--- src/rtl/pdetect_mc_pkg.sv ---
// Shared definitions for the multi-channel phase detector.
//   pd_state_t : per-channel detector state. Bit 1 marks clipping,
//                bit 0 the sign of the clip (1 = negative full scale).
//   PD_STATE_W : width of the state code as seen on state_out.
package pdetect_mc_pkg;

  localparam int PD_STATE_W = 2;

  typedef enum logic [PD_STATE_W-1:0] {
    PD_LINEAR = 2'd0,
    PD_CLIP_P = 2'd2,
    PD_CLIP_N = 2'd3
  } pd_state_t;

endpackage

--- src/rtl/pdetect_mc_fsm.sv ---
// Next-state logic of one phase-detector channel (purely combinational).
// Ports:
//   state      : held state of the channel being processed
//   prev_quad  : quadrant (top two bits) of that channel's previous sample
//   prev_valid : previous sample exists since reset/clear
//   quad       : quadrant of the current sample
//   next       : state that applies to the current sample
//   trans_pn   : +pi -> -pi wrap seen (quadrant 01 -> 10)
//   trans_np   : -pi -> +pi wrap seen (quadrant 10 -> 01)
module pdetect_mc_fsm
  import pdetect_mc_pkg::*;
(
  input  pd_state_t  state,
  input  logic [1:0] prev_quad,
  input  logic       prev_valid,
  input  logic [1:0] quad,
  output pd_state_t  next,
  output logic       trans_pn,
  output logic       trans_np
);

  always_comb begin
    trans_pn = prev_valid && (prev_quad == 2'b01) && (quad == 2'b10);
    trans_np = prev_valid && (prev_quad == 2'b10) && (quad == 2'b01);
    next     = state;
    case (state)
      PD_LINEAR: begin
        if (trans_pn)      next = PD_CLIP_P;
        else if (trans_np) next = PD_CLIP_N;
      end
      PD_CLIP_P: if (trans_np) next = PD_LINEAR;
      PD_CLIP_N: if (trans_pn) next = PD_LINEAR;
      // Code 1 is unused; fall back to linear operation.
      default:   next = PD_LINEAR;
    endcase
  end

endmodule

--- src/rtl/pdetect_mc.sv ---
// Multi-channel, time-multiplexed PLL phase detector.
// Converts raw wrapped phase differences into loop-filter error signals,
// saturating to a programmable full-scale level while a channel is
// cycle-slipping, and tracks per-channel lock. One clock of latency.
// Ports:
//   clk, reset  : clock; synchronous active-high reset of all channel state
//   ang_in      : raw phase difference, signed, full scale +/-pi
//   chan_in     : channel tag of ang_in (tags >= NCH are ignored)
//   strobe_in   : ang_in/chan_in valid
//   chan_clr    : one-hot per-channel soft clear
//   clip_mag    : magnitude of the clip level
//   lock_thr    : |phase| window counted as in lock
//   lock_len    : consecutive in-window samples needed for lock
//   ang_out     : error signal
//   chan_out    : channel tag of ang_out
//   strobe_out  : ang_out valid
//   state_out   : state of the channel just emitted
//   locked      : per-channel lock flags
module pdetect_mc
  import pdetect_mc_pkg::*;
#(
  parameter int DATA_W = 17,
  parameter int NCH    = 4,
  parameter int CW     = 2,
  parameter int LW     = 12
) (
  input  logic                     clk,
  input  logic                     reset,
  input  logic signed [DATA_W-1:0] ang_in,
  input  logic [CW-1:0]            chan_in,
  input  logic                     strobe_in,
  input  logic [NCH-1:0]           chan_clr,
  input  logic [DATA_W-2:0]        clip_mag,
  input  logic [DATA_W-2:0]        lock_thr,
  input  logic [LW-1:0]            lock_len,
  output logic signed [DATA_W-1:0] ang_out,
  output logic [CW-1:0]            chan_out,
  output logic                     strobe_out,
  output logic [1:0]               state_out,
  output logic [NCH-1:0]           locked
);

  localparam int           IW    = (NCH > 1) ? $clog2(NCH) : 1;
  localparam logic [CW:0]  NCH_C = (CW+1)'(NCH);

  function automatic logic signed [DATA_W-1:0] err_out(
    input pd_state_t                 st,
    input logic signed [DATA_W-1:0]  a,
    input logic [DATA_W-2:0]         mag
  );
    logic signed [DATA_W-1:0] lvl;
    lvl = signed'({1'b0, mag});
    case (st)
      PD_CLIP_P: err_out = lvl;
      PD_CLIP_N: err_out = -lvl;
      default:   err_out = a;
    endcase
  endfunction

  // The most negative input wraps back onto itself, which read as unsigned
  // is 2**(DATA_W-1): larger than any lock_thr, so never in window.
  function automatic logic [DATA_W-1:0] abs_mag(input logic signed [DATA_W-1:0] a);
    logic signed [DATA_W-1:0] n;
    n = -a;
    abs_mag = a[DATA_W-1] ? n : a;
  endfunction

  function automatic logic [LW-1:0] sat_inc(input logic [LW-1:0] c);
    sat_inc = (&c) ? c : c + 1'b1;
  endfunction

  // Per-channel held state
  pd_state_t   state_q [NCH];
  logic [1:0]  pq_q    [NCH];
  logic [LW-1:0] cnt_q [NCH];
  logic [NCH-1:0] pv_q;

  // Stage p0: channel read and next-state evaluation
  logic                     vld_p0;
  logic [IW-1:0]            sel_p0;
  logic                     clr_hit_p0;
  pd_state_t                st_cur_p0;
  pd_state_t                nxt_p0;
  logic                     pv_cur_p0;
  logic [1:0]               pq_cur_p0;
  logic [1:0]               quad_p0;
  logic [LW-1:0]            cnt_cur_p0;
  logic signed [DATA_W-1:0] ang_nxt_p0;
  logic [DATA_W-1:0]        mag_p0;
  logic                     in_win_p0;
  logic [LW-1:0]            cnt_nxt_p0;
  logic                     lock_nxt_p0;
  logic                     trans_pn_p0;
  logic                     trans_np_p0;
  logic                     unused_trans;

  // A clear coincident with a strobe makes the sample look like the first
  // one after reset: linear state and no previous quadrant.
  always_comb begin
    vld_p0     = strobe_in && ({1'b0, chan_in} < NCH_C);
    sel_p0     = chan_in[IW-1:0];
    clr_hit_p0 = chan_clr[sel_p0];
    st_cur_p0  = clr_hit_p0 ? PD_LINEAR : state_q[sel_p0];
    pv_cur_p0  = pv_q[sel_p0] & ~clr_hit_p0;
    pq_cur_p0  = pq_q[sel_p0];
    cnt_cur_p0 = cnt_q[sel_p0];
    quad_p0    = ang_in[DATA_W-1 -: 2];
  end

  pdetect_mc_fsm u_fsm (
    .state      (st_cur_p0),
    .prev_quad  (pq_cur_p0),
    .prev_valid (pv_cur_p0),
    .quad       (quad_p0),
    .next       (nxt_p0),
    .trans_pn   (trans_pn_p0),
    .trans_np   (trans_np_p0)
  );

  // Wrap flags are kept on the FSM interface for debug; only next is used.
  assign unused_trans = trans_pn_p0 ^ trans_np_p0;

  always_comb begin
    ang_nxt_p0  = err_out(nxt_p0, ang_in, clip_mag);
    mag_p0      = abs_mag(ang_in);
    in_win_p0   = (nxt_p0 == PD_LINEAR) && (mag_p0 <= {1'b0, lock_thr});
    cnt_nxt_p0  = in_win_p0 ? sat_inc(cnt_cur_p0) : '0;
    lock_nxt_p0 = in_win_p0 && (cnt_nxt_p0 >= lock_len);
  end

  // Stage p1: registered outputs and channel state write-back
  logic                     vld_p1;
  logic signed [DATA_W-1:0] ang_p1;
  logic [CW-1:0]            chan_p1;
  pd_state_t                state_p1;

  always_ff @(posedge clk) begin
    if (reset) begin
      vld_p1   <= 1'b0;
      ang_p1   <= '0;
      chan_p1  <= '0;
      state_p1 <= PD_LINEAR;
      locked   <= '0;
      pv_q     <= '0;
      for (int i = 0; i < NCH; i++) begin
        state_q[i] <= PD_LINEAR;
        cnt_q[i]   <= '0;
      end
    end else begin
      vld_p1 <= vld_p0;
      for (int i = 0; i < NCH; i++) begin
        if (chan_clr[i]) begin
          state_q[i] <= PD_LINEAR;
          pv_q[i]    <= 1'b0;
          cnt_q[i]   <= '0;
          locked[i]  <= 1'b0;
        end
      end
      if (vld_p0) begin
        ang_p1   <= ang_nxt_p0;
        chan_p1  <= chan_in;
        state_p1 <= nxt_p0;
        if (!clr_hit_p0) begin
          state_q[sel_p0] <= nxt_p0;
          pq_q[sel_p0]    <= quad_p0;
          pv_q[sel_p0]    <= 1'b1;
          cnt_q[sel_p0]   <= cnt_nxt_p0;
          locked[sel_p0]  <= lock_nxt_p0;
        end
      end
    end
  end

  assign ang_out    = ang_p1;
  assign chan_out   = chan_p1;
  assign strobe_out = vld_p1;
  assign state_out  = state_p1;

endmodule

--- config.mk ---
export PLATFORM = sky130hd
export DESIGN_NAME = pdetect_mc
export DESIGN_NICKNAME = d
export VERILOG_FILES = /design/src/rtl/pdetect_mc_pkg.sv /design/src/rtl/pdetect_mc_fsm.sv /design/src/rtl/pdetect_mc.sv
export SDC_FILE = /design/constraint.sdc
export NUM_CORES = 1
export LEC_CHECK = 0
export CORE_UTILIZATION = 55
export CTS_CLUSTER_SIZE = 40
export DETAILED_ROUTE_END_ITERATION = 16
export PLACE_DENSITY = 0.82
export REMOVE_ABC_BUFFERS = 1
export SYNTH_ARGS = -nofsm -noshare
export SYNTH_HDL_FRONTEND = slang
export SYNTH_SLANG_ARGS = --single-unit
--- constraint.sdc ---
create_clock -name clk -period 11.75 [get_ports clk]
set_input_delay 2.9375 -clock clk [delete_from_list [all_inputs] [get_ports clk]]
set_output_delay 2.9375 -clock clk [all_outputs]
set_load 0.05 [all_outputs]
# Word level (Yosys, flattened, before mapping)
# Memory sizes are Yosys's and may differ from the RTL's.
# Cells that the tools add are included.
word_totals:
  register_bits: 30
  latch_bits: 0
  mem_bits_rw: 64
  mem_bits_ro: 0
  input_bits: 70
  output_inout_bits: 26
  elab_cells: 108
  memories: 3
memory_table:
  columns: ["name", "words", "word_bits", "read_ports", "rd_ports_with_merged_regs", "wr", "line_no", "rtl"]
  rows:
  - ["cnt_q", 4, 12, 1, 0, 5, "pdetect_mc.sv:75", "logic [LW-1:0] cnt_q [NCH];"]
  - ["pq_q", 4, 2, 1, 0, 1, "pdetect_mc.sv:74", "logic [1:0] pq_q [NCH];"]
  - ["state_q", 4, 2, 1, 0, 5, "pdetect_mc.sv:73", "pd_state_t state_q [NCH];"]
classes:
  add_sub_neg: 3
  mul: 0
  div_mod_pow: 0
  order_cmp: 4
  eq_ne: 8
  shifts: 0
  muxes: 63
  bitwise_logic: 11
  reduce_logical: 10
ops:
  columns: ["operator", "n"]
  rows:
  - ["2-to-1 mux 12 bit", 6]
  - ["2-to-1 mux 1 bit", 37]
  - ["one-hot mux 17 bit (2 select lines)", 1]
  - ["2-to-1 mux 2 bit", 9]
  - ["less-or-equal comparator 17 x 16 -> 1 bit", 1]
  - ["2-to-1 mux 17 bit", 1]
  - ["negator 16 -> 17 bit", 1]
  - ["negator 17 bit", 1]
  - ["2-to-1 mux 4 bit", 4]
  - ["adder 12 x 1 -> 12 bit (second input constant)", 1]
  - ["equality test 2 bit (second input constant)", 6]
  - ["greater-or-equal comparator 12 bit", 1]
  - ["AND reduction 12 bit", 1]
  - ["bitwise OR 1 bit", 8]
  - ["logical AND 1 bit", 7]
  - ["one-hot mux 2 bit (3 select lines)", 1]
  - ["binary-select mux 1 bit (select 2 bit)", 2]
  - ["bitwise mux 4 bit", 1]
  - ["equality test 2 x 1 -> 1 bit (second input constant)", 2]
  - ["logical NOT 2 bit", 2]
  - ["bitwise OR 4 bit", 1]
  - ["< comparator 2 x 3 -> 1 bit (second input constant)", 1]
  - ["demux 1 bit (select 2 bit)", 1]
  - ["greater-or-equal comparator 2 x 1 -> 1 bit (second input constant)", 1]
  - ["other kinds (2)", 2]

# Depth between registers and ports, before layout
# Gate-level depths: netlist of run 1.
logic_depth:
  word_depth: 17
  mapped_depth: 22
  depth_no_buf: 21

# Cells and area by module
# A second synthesis of run 1 with hierarchy kept.
hier_totals:
  hier_cells: 568
  hier_area_um2: 5805.6
by_module_without_submodules:
  columns: ["module", "n_inst", "cells_each", "area_each_um2", "seq_area_each_um2"]
  rows:
  - ["pdetect_mc", 1, 555, 5728.0, 2522.4]
  - ["pdetect_mc_fsm", 1, 13, 77.6, 0.0]

# Worst setup path after synthesis of run 1
# OpenSTA, ideal clock, no wires.
synth_path:
  path_kind: "input to register"
  startpoint: "input ang_in[7]"
  endpoint: "register locked[1]"
  setup_ns: 0.092
  t_arrival_ns: 6.632
  t_required_ns: 11.658
  path_slack_ns: 5.026
  stages: 19
  n_path_buf: 1
  cell_sequence: "nor4_1 nand4b_1 o31ai_1 xnor2_1 ha_1 a211oi_1 a21oi_1 or4_1 o22a_1 or3_1 buf_2 ha_1 nand2b_1 a21oi_1 nor2b_1 o211ai_1 a211oi_1 nor2_1 o32ai_1"
synth_via:
  elab_chain_cells: 10
synth_lines:
  columns: ["item", "line_no", "rtl"]
  rows:
  - ["from (decl)", "pdetect_mc.sv:29", "input logic signed [DATA_W-1:0] ang_in,"]
  - ["negator 17 bit", "pdetect_mc.sv:64", "n = -a;"]
  - ["2-to-1 mux 17 bit *", "pdetect_mc.sv:65", "abs_mag = a[DATA_W-1] ? n : a;"]
  - ["less-or-equal comparator 17 x 16 -> 1 bit *", "pdetect_mc.sv:126", "in_win_p0 = (nxt_p0 == PD_LINEAR) && (mag_p0 <= {1'b0, lock_thr});"]
  - ["logical AND 1 bit *", "pdetect_mc.sv:126", null]
  - ["2-to-1 mux 12 bit", "pdetect_mc.sv:127", "cnt_nxt_p0 = in_win_p0 ? sat_inc(cnt_cur_p0) : '0;"]
  - ["greater-or-equal comparator 12 bit", "pdetect_mc.sv:128", "lock_nxt_p0 = in_win_p0 && (cnt_nxt_p0 >= lock_len);"]
  - ["logical AND 1 bit *", "pdetect_mc.sv:128", null]
  - ["bitwise mux 4 bit *", "pdetect_mc.sv:168", "locked[sel_p0] <= lock_nxt_p0;"]
  - ["2-to-1 mux 4 bit *", "pdetect_mc.sv:163", "if (!clr_hit_p0) begin"]
  - ["2-to-1 mux 4 bit *", "pdetect_mc.sv:159", "if (vld_p0) begin"]
  - ["to (signal, indexed assignment)", "pdetect_mc.sv:168", null]
  - ["to (decl)", "pdetect_mc.sv:40", "output logic [NCH-1:0] locked"]
# Mark *: on every way between the ends. The rest lies on a longest branch, timed or not.
# A chain may end at the register's enable or synchronous reset.

# Worst setup path after layout of run 1
layout_path:
  startpoint: "input chan_in[0]"
  endpoint: "register locked[1]"
layout_via:
  elab_chain_cells: 17
  elab_cells_between_ends: 40
  cone_classes: "add/sub: 1; order compare: 3; eq/ne: 4; mux: 17; bitwise: 2; reduce/logical: 10; memory: 3"
layout_lines:
  columns: ["item", "line_no", "rtl"]
  rows:
  - ["from (decl)", "pdetect_mc.sv:30", "input logic [CW-1:0] chan_in,"]
  - ["binary-select mux 1 bit (select 2 bit)", "pdetect_mc.sv:102", "clr_hit_p0 = chan_clr[sel_p0];"]
  - ["2-to-1 mux 1 bit (not written as such)", "pdetect_mc.sv:102", null]
  - ["NOT 1 bit", "pdetect_mc.sv:104", "pv_cur_p0 = pv_q[sel_p0] & ~clr_hit_p0;"]
  - ["AND 1 bit", "pdetect_mc.sv:104", null]
  - ["logical AND 1 bit (2 in series)", "pdetect_mc_fsm.sv:24", "trans_np = prev_valid && (prev_quad == 2'b10) && (quad == 2'b01);"]
  - ["2-to-1 mux 2 bit", "pdetect_mc_fsm.sv:29", "else if (trans_np) next = PD_CLIP_N;"]
  - ["2-to-1 mux 2 bit", "pdetect_mc_fsm.sv:28", "if (trans_pn) next = PD_CLIP_P;"]
  - ["one-hot mux 2 bit (3 select lines)", "pdetect_mc_fsm.sv:26", "case (state)"]
  - ["logical NOT 2 bit", "pdetect_mc.sv:126", null]
  - ["logical AND 1 bit", "pdetect_mc.sv:126", null]
  - ["2-to-1 mux 12 bit *", "pdetect_mc.sv:127", null]
  - ["via cnt_nxt_p0[4]", "pdetect_mc.sv:91", "logic [LW-1:0] cnt_nxt_p0;"]
  - ["greater-or-equal comparator 12 bit *", "pdetect_mc.sv:128", null]
  - ["logical AND 1 bit *", "pdetect_mc.sv:128", null]
  - ["bitwise mux 4 bit *", "pdetect_mc.sv:168", null]
  - ["2-to-1 mux 4 bit *", "pdetect_mc.sv:163", null]
  - ["2-to-1 mux 4 bit *", "pdetect_mc.sv:159", null]
# The timed path passes the listed nets; every way through them passes the cells marked *. The select of a mux whose other input is x is not followed.

==> metrics.txt, run 1 <==
Starting Density 0.5752; TritonCTS Buffers 9; Switching Share 0.2949; FMAX 0.1311 GHz; number of fill cells in the layout 816; Core Util, Final 0.6888; multi-input logic area 0.003128 mm^2; Final min period 7629 ps; Pre-Repair DR Iteration Count 5; clock tree root buffer cell clkbuf_8; startpoint types primary input; final WL 15370 um; number of synthesized flops with an enable pin 64; clk buf depth 2; fraction of layout cells with a size suffix above 1 0.09144; CTS Hold Bufs 0; CP required 11970 ps; Vias per Instance 6.080; maxcap violations 0; area occupied by registers 0.002522 mm^2; Peak VDD IR 54.84 uV; vias in the first global route 4952; Initial DRC Count 326; gpl congestion 0.9225; Tot GR Track Use 0.2810; Worst Setup End Kind flip-flop; PortBufs 95; Die Height 106.6 um; antenna violations before repair 0; row count 37; CTS Sinks 94; sequential share of power 0.482; total die area 0.01136 mm^2; HPWL after DPL 11560 um; Setup Skew 10.05 ps; Core Area 0.01046 mm^2; CTS tree yes; htree depth 3; clock network power share 0.288; Die Wd 106.6 um; vias 5016; grt ovf 0; Syn Area/Cell 9.931 um^2; first-pass GRT wire length 24500 um; worst hold margin 483.5 ps; status completed; Place WS 3733 ps; Clk Latency, worst-skew pair 380 ps; number of synthesized register bits 94; leading cell type by number of instances after synthesis nor2_1; Int Pwr 547.5 uW; mapped cell area 0.006018 mm^2; Top Ports 96; fin crit share 0.6493; Setup Buffers After CTS 0; Sw Pwr 229.0 uW; RSZ-0062 raised after global routing no; hold crit path type flip-flop to flip-flop; Worst slew margin 0.3082; Yosys top cell by area edfxtp_1; worst slew pin tran 1036 ps; share of the synthesized area in the top cell type 0.3193; crit path from chan_in[0]; Area contributors post-synth edfxtp_1 (32%), dfxtp_1 (10%), ha_1 (6.4%); hold_sp chan_out[0]; setup ws final 4121 ps; largest net degree at the start of global routing 47; commonest register cell after synthesis edfxtp_1; Post-CTS Resized 0; Setup Viol. Count Final 0; commonest cells in the netlist nor2_1 (83), edfxtp_1 (64), inv_1 (48); worst endpoint data arrival time 7850 ps; Setup TNS Final 0 ps; max-slew violation count 0; Leak 2.769 nW; Final Power 776.6 uW; Async SR Flop Fraction 0; reg2reg start pq_q[2][1]; antenna viol nets, final 0; Logic pwr share 0.230; DRC Markers 0; pwr dens 107.8 mW/mm^2; crit path max fanout 23; Final Hold Fails 0; CTS clk-pin slew, worst paths 90 ps; Post-Syn Instances 606; Unique masters post-synth 65; Avg WL per Cell 18.63 um; post-synthesis sequential area ratio 0.4191; critical path class primary input to flip-flop; Area growth syn-to-layout 19.75%; Layout Nets 785; synth warn 0; Antenna Diode Count 0
cell families (layout without fill, tap and decap cells):
family,count (synthesis),in the layout,share of synthesized area
AND/OR/NAND/NOR,242,242,0.2054
AO/OA/AOI/OAI,105,105,0.1339
flip-flops,94,94,0.4191
buffers and inverters,82,165,0.06174
adder cells (fa/ha/maj),31,31,0.06445
XOR/XNOR,27,27,0.03929
multiplexers,25,25,0.07609
worst paths after layout:
check                      to  slack (ps)  cells past startpoint
setup / recovery    locked[1]        4120                     16
hold / removal    chan_out[0]         480                      2
setup reg to reg    locked[1]        7200                     14
hold reg to reg   chan_out[0]         480                      2
layer usage:
layer / GRT usage / vias to the layer above / share of wire
met5: 0 / - / 0
met4: 0.1135 / 0 / 0.028
met3: 0.03647 / 32 / 0.062
met2: 0.4779 / 200 / 0.49
met1: 0.3627 / 2412 / 0.41
li1: - / 2372 / -
final cells by class:
cell class / instances / area share
Tap cell: 136 / 0.02361
Clock buffer: 12 / 0.02448
Clock inverter: 4 / 0.004688
Sequential cell: 94 / 0.3500
Multi-Input combinational cell: 430 / 0.4340
Inverter: 48 / 0.02500
Timing Repair Buffer: 101 / 0.1382
power groups by stage:
stage                     Sequential (mW)  Combinational [mW]  Clock, mW
after floorplan                     0.398              0.0831          0
after detailed placement            0.382               0.177          0
after global placement              0.381               0.171          0
final                               0.374               0.178      0.224
after CTS                           0.375               0.177      0.223
after global routing                0.376               0.193      0.235
critical path, stage by stage:
cell and delay [ps]:
clkdlybuf4s50_1 450, buf_4 350, mux4_2 600, nand2b_4 180, a211oi_4 700, o21bai_2 180, o21ai_2 640, buf_4 310
nand3_1 170, nor2_1 150, ha_1 240, and3_1 180, a221oi_1 320, a211oi_1 170, nor2_1 180, o32ai_1 90
registers in the layout, indices dropped and copies added (netlist names):
register	count
pq_q	8
cnt_q	48
chan_out	2
state_out	2
strobe_out	1
pv_q	4
ang_out	17
locked	4
state_q	8
cells in the final DEF, fill, tap and decap left out, types with 8 or more instances in the layout:
cell and count:
nand3_1 25, dfxtp_1 30, a211oi_2 8, o21ai_0 11
xor2_1 10, clkdlybuf4s50_1 95, ha_1 31, nand2b_1 12
o311ai_1 11, nor3_1 20, nor2b_1 8, a21oi_1 20
clkbuf_8 11, mux4_2 16, xnor2_1 17, edfxtp_1 64
nand2_1 38, nand4b_1 13, inv_1 48, nor2_1 83
stage by stage:
| step | std cells | instance area [um^2] |
|---|---|---|
| after floorplan | 572 | 5827 |
| after detailed placement | 809 | 6997 |
| final | 825 | 7207 |
| after CTS | 825 | 7207 |
| after global placement | 809 | 6997 |
| after global routing | 825 | 7207 |
Note: power is estimated with default switching activity, not from simulation.
==> inputs of run 2 (changes only) <==
--- a/config.mk
+++ b/config.mk
@@ -5,10 +5,10 @@
 export SDC_FILE = /design/constraint.sdc
 export NUM_CORES = 1
 export LEC_CHECK = 0
-export CORE_UTILIZATION = 55
+export CORE_UTILIZATION = 49
 export CTS_CLUSTER_SIZE = 40
 export DETAILED_ROUTE_END_ITERATION = 16
-export PLACE_DENSITY = 0.82
+export PLACE_DENSITY = 0.77
 export REMOVE_ABC_BUFFERS = 1
 export SYNTH_ARGS = -nofsm -noshare
 export SYNTH_HDL_FRONTEND = slang
==> constraint.sdc (replaced) <==
create_clock -name clk -period 7 [get_ports clk]
set_input_delay 1.75 -clock clk [delete_from_list [all_inputs] [get_ports clk]]
set_output_delay 1.75 -clock clk [all_outputs]
set_load 0.05 [all_outputs]
==> metrics.txt, run 2 (synthesis gave the netlist of run 1 again) <==
clock tree root buffer cell clkbuf_16 (was clkbuf_8); final instance area 0.007365 mm^2 (was 0.007207 mm^2); worst slew pin tran 1018 ps (was 1036 ps); Reg2Reg Setup Slack 3140 ps (was 7200 ps); Setup Skew 7.841 ps (was 10.05 ps); Antenna Diode Count 0 (unchanged); number of fill cells in the layout 994 (was 816); placed instance count 824 (was 809); vias 5100 (was 5016); CTS Hold Bufs 0 (unchanged); Worst Setup End Kind flip-flop (unchanged); Logic pwr share 0.207 (was 0.230); pwr dens 199.5 mW/mm^2 (was 107.8 mW/mm^2); Die Wd 112.8 um (was 106.6 um); Place WS 472.2 ps (was 3733 ps); Peak VDD IR 119.5 uV (was 54.84 uV); row count 40 (was 37); final WL 16280 um (was 15370 um); Largest Register cnt_q (unchanged); Largest register FFs 48 (unchanged); Final Power 1.470 mW (was 776.6 uW); Setup Viol. Count Final 0 (unchanged); worst hold margin 477.0 ps (was 483.5 ps); vias in the first global route 4981 (was 4952); sequential share of power 0.427 (was 0.482); maxcap violations 0 (unchanged); status completed (unchanged); crit path from ang_in[6] (was chan_in[0]); Worst slew margin 0.3210 (was 0.3082); Final Hold Fails 0 (unchanged); largest net degree at the start of global routing 43 (was 47); grt ovf 0 (unchanged); Setup Buffers After CTS 0 (unchanged); Die Height 112.8 um (was 106.6 um); commonest non-fill, non-tap cell in the layout clkdlybuf4s50_1 (unchanged); gpl congestion 0.8852 (was 0.9225); PortBufs 95 (unchanged); Avg WL per Cell 19.38 um (was 18.63 um); CTS tree yes (unchanged); CTS clk-pin slew, worst paths 60 ps (was 90 ps); HPWL after DPL 11830 um (was 11560 um); Tot GR Track Use 0.2634 (was 0.2810); max-slew violation count 0 (unchanged); most frequent cells in the layout clkdlybuf4s50_1 (95), nor2_1 (83), edfxtp_1 (64) (unchanged); worst endpoint data arrival time 6520 ps (was 7850 ps); placed cell area 0.007041 mm^2 (was 0.006997 mm^2); reg2reg start pq_q[0][1] (was pq_q[2][1]); Int Pwr 1.069 mW (was 547.5 uW); Leak 2.840 nW (was 2.769 nW); Setup TNS Final 0 ps (unchanged); Area growth syn-to-layout 22.37% (was 19.75%); critical path class primary input to flip-flop (unchanged); DRC Markers 0 (unchanged); Switching Share 0.2726 (was 0.2949); Pre-Repair DR Iteration Count 5 (unchanged); TritonCTS Buffers 9 (unchanged); FMAX 0.1598 GHz; Vias per Instance 6.071 (was 6.080); Post-CTS Resized 0 (unchanged); total die area 0.01273 mm^2 (was 0.01136 mm^2); Core Util, Final 0.6131 (was 0.6888); fraction of layout cells with a size suffix above 1 0.09524 (was 0.09144); antenna violations before repair 0 (unchanged); Final min period 6260 ps; clock network power share 0.366 (was 0.288); startpoint types primary input (unchanged); hold crit path type flip-flop to flip-flop (unchanged); first-pass GRT wire length 25360 um (was 24500 um); fin cells 840 (was 825); CTS Sinks 94 (unchanged); antenna viol nets, final 0 (unchanged); setup ws final 740.4 ps (was 4121 ps); Starting Density 0.5010 (was 0.5752); Sw Pwr 400.6 uW (was 229.0 uW); crit path max fanout 6 (was 23); hold_sp pv_q[3] (was chan_out[0]); clk buf depth 2 (unchanged); Layout Nets 789 (was 785); Top Ports 96 (unchanged); RSZ-0062 raised after global routing no (unchanged); Initial DRC Count 368 (was 326); CP required 7260 ps (was 11970 ps); htree depth 3 (unchanged); Clk Latency, worst-skew pair 360 ps (was 380 ps); fin crit share 0.8942; Core Area 0.01201 mm^2 (was 0.01046 mm^2)
[run 2: cell types whose count changed in the layout (fill, tap and decap cells not counted), moves of 2 or more]
| cell | change |
|---|---|
| clkbuf_16 | +8 |
| inv_6 | -3 |
| bufinv_16 | +2 |
| buf_4 | +4 |
| clkbuf_8 | -10 |
[run 2: worst max-delay path, cell delays in order]
cell and delay, ps:
clkdlybuf4s50_1 530, nor4_1 410, nand4b_1 270, o31ai_1 320
xnor2_1 170, ha_1 290, a211oi_1 250, a21oi_1 110
or4_1 400, o22a_1 260, or3_1 410, ha_1 300
nand2b_1 90, a21oi_1 60, nor2b_1 110, o211ai_1 90
a211oi_1 330, nor2_1 120, o31ai_1 230
[run 2: layout make-up]
class | instances | area [um^2] | share of cell area
clock buffers | 10 | 239.0 | 0.03245
clock inverters | 6 | 85.08 | 0.01155
inverters | 48 | 180.2 | 0.02446
multi-input cells | 430 | 3128 | 0.4247
flip-flops and latches | 94 | 2522 | 0.3425
well taps | 147 | 183.9 | 0.02497
repair buffers | 105 | 1026 | 0.1393
[run 2: path summary, 6_finish.rpt]
kind / end / cells past startpoint
min reg2reg: pv_q[3] / 2
max reg2reg: locked[1] / 14
min: pv_q[3] / 2
max: locked[3] / 19
[run 2: power by group through the flow]
stage / Clock [mW] / Combinational (mW) / Sequential (mW)
6_report: 0.538 / 0.304 / 0.628
5_1_grt: 0.556 / 0.329 / 0.630
4_1_cts: 0.542 / 0.303 / 0.628
3_5_place_dp: 0 / 0.301 / 0.640
3_3_place_gp: 0 / 0.293 / 0.638
2_1_floorplan: 0 / 0.139 / 0.669
[run 2: metal layers]
metal / global-route usage / vias to the layer above / part of all wire
met1: 0.3267 / 2467 / 0.41
met5: 0 / - / 0
met2: 0.4498 / 229 / 0.49
met4: 0.1084 / 0 / 0.022
met3: 0.05303 / 24 / 0.078
li1: - / 2380 / -
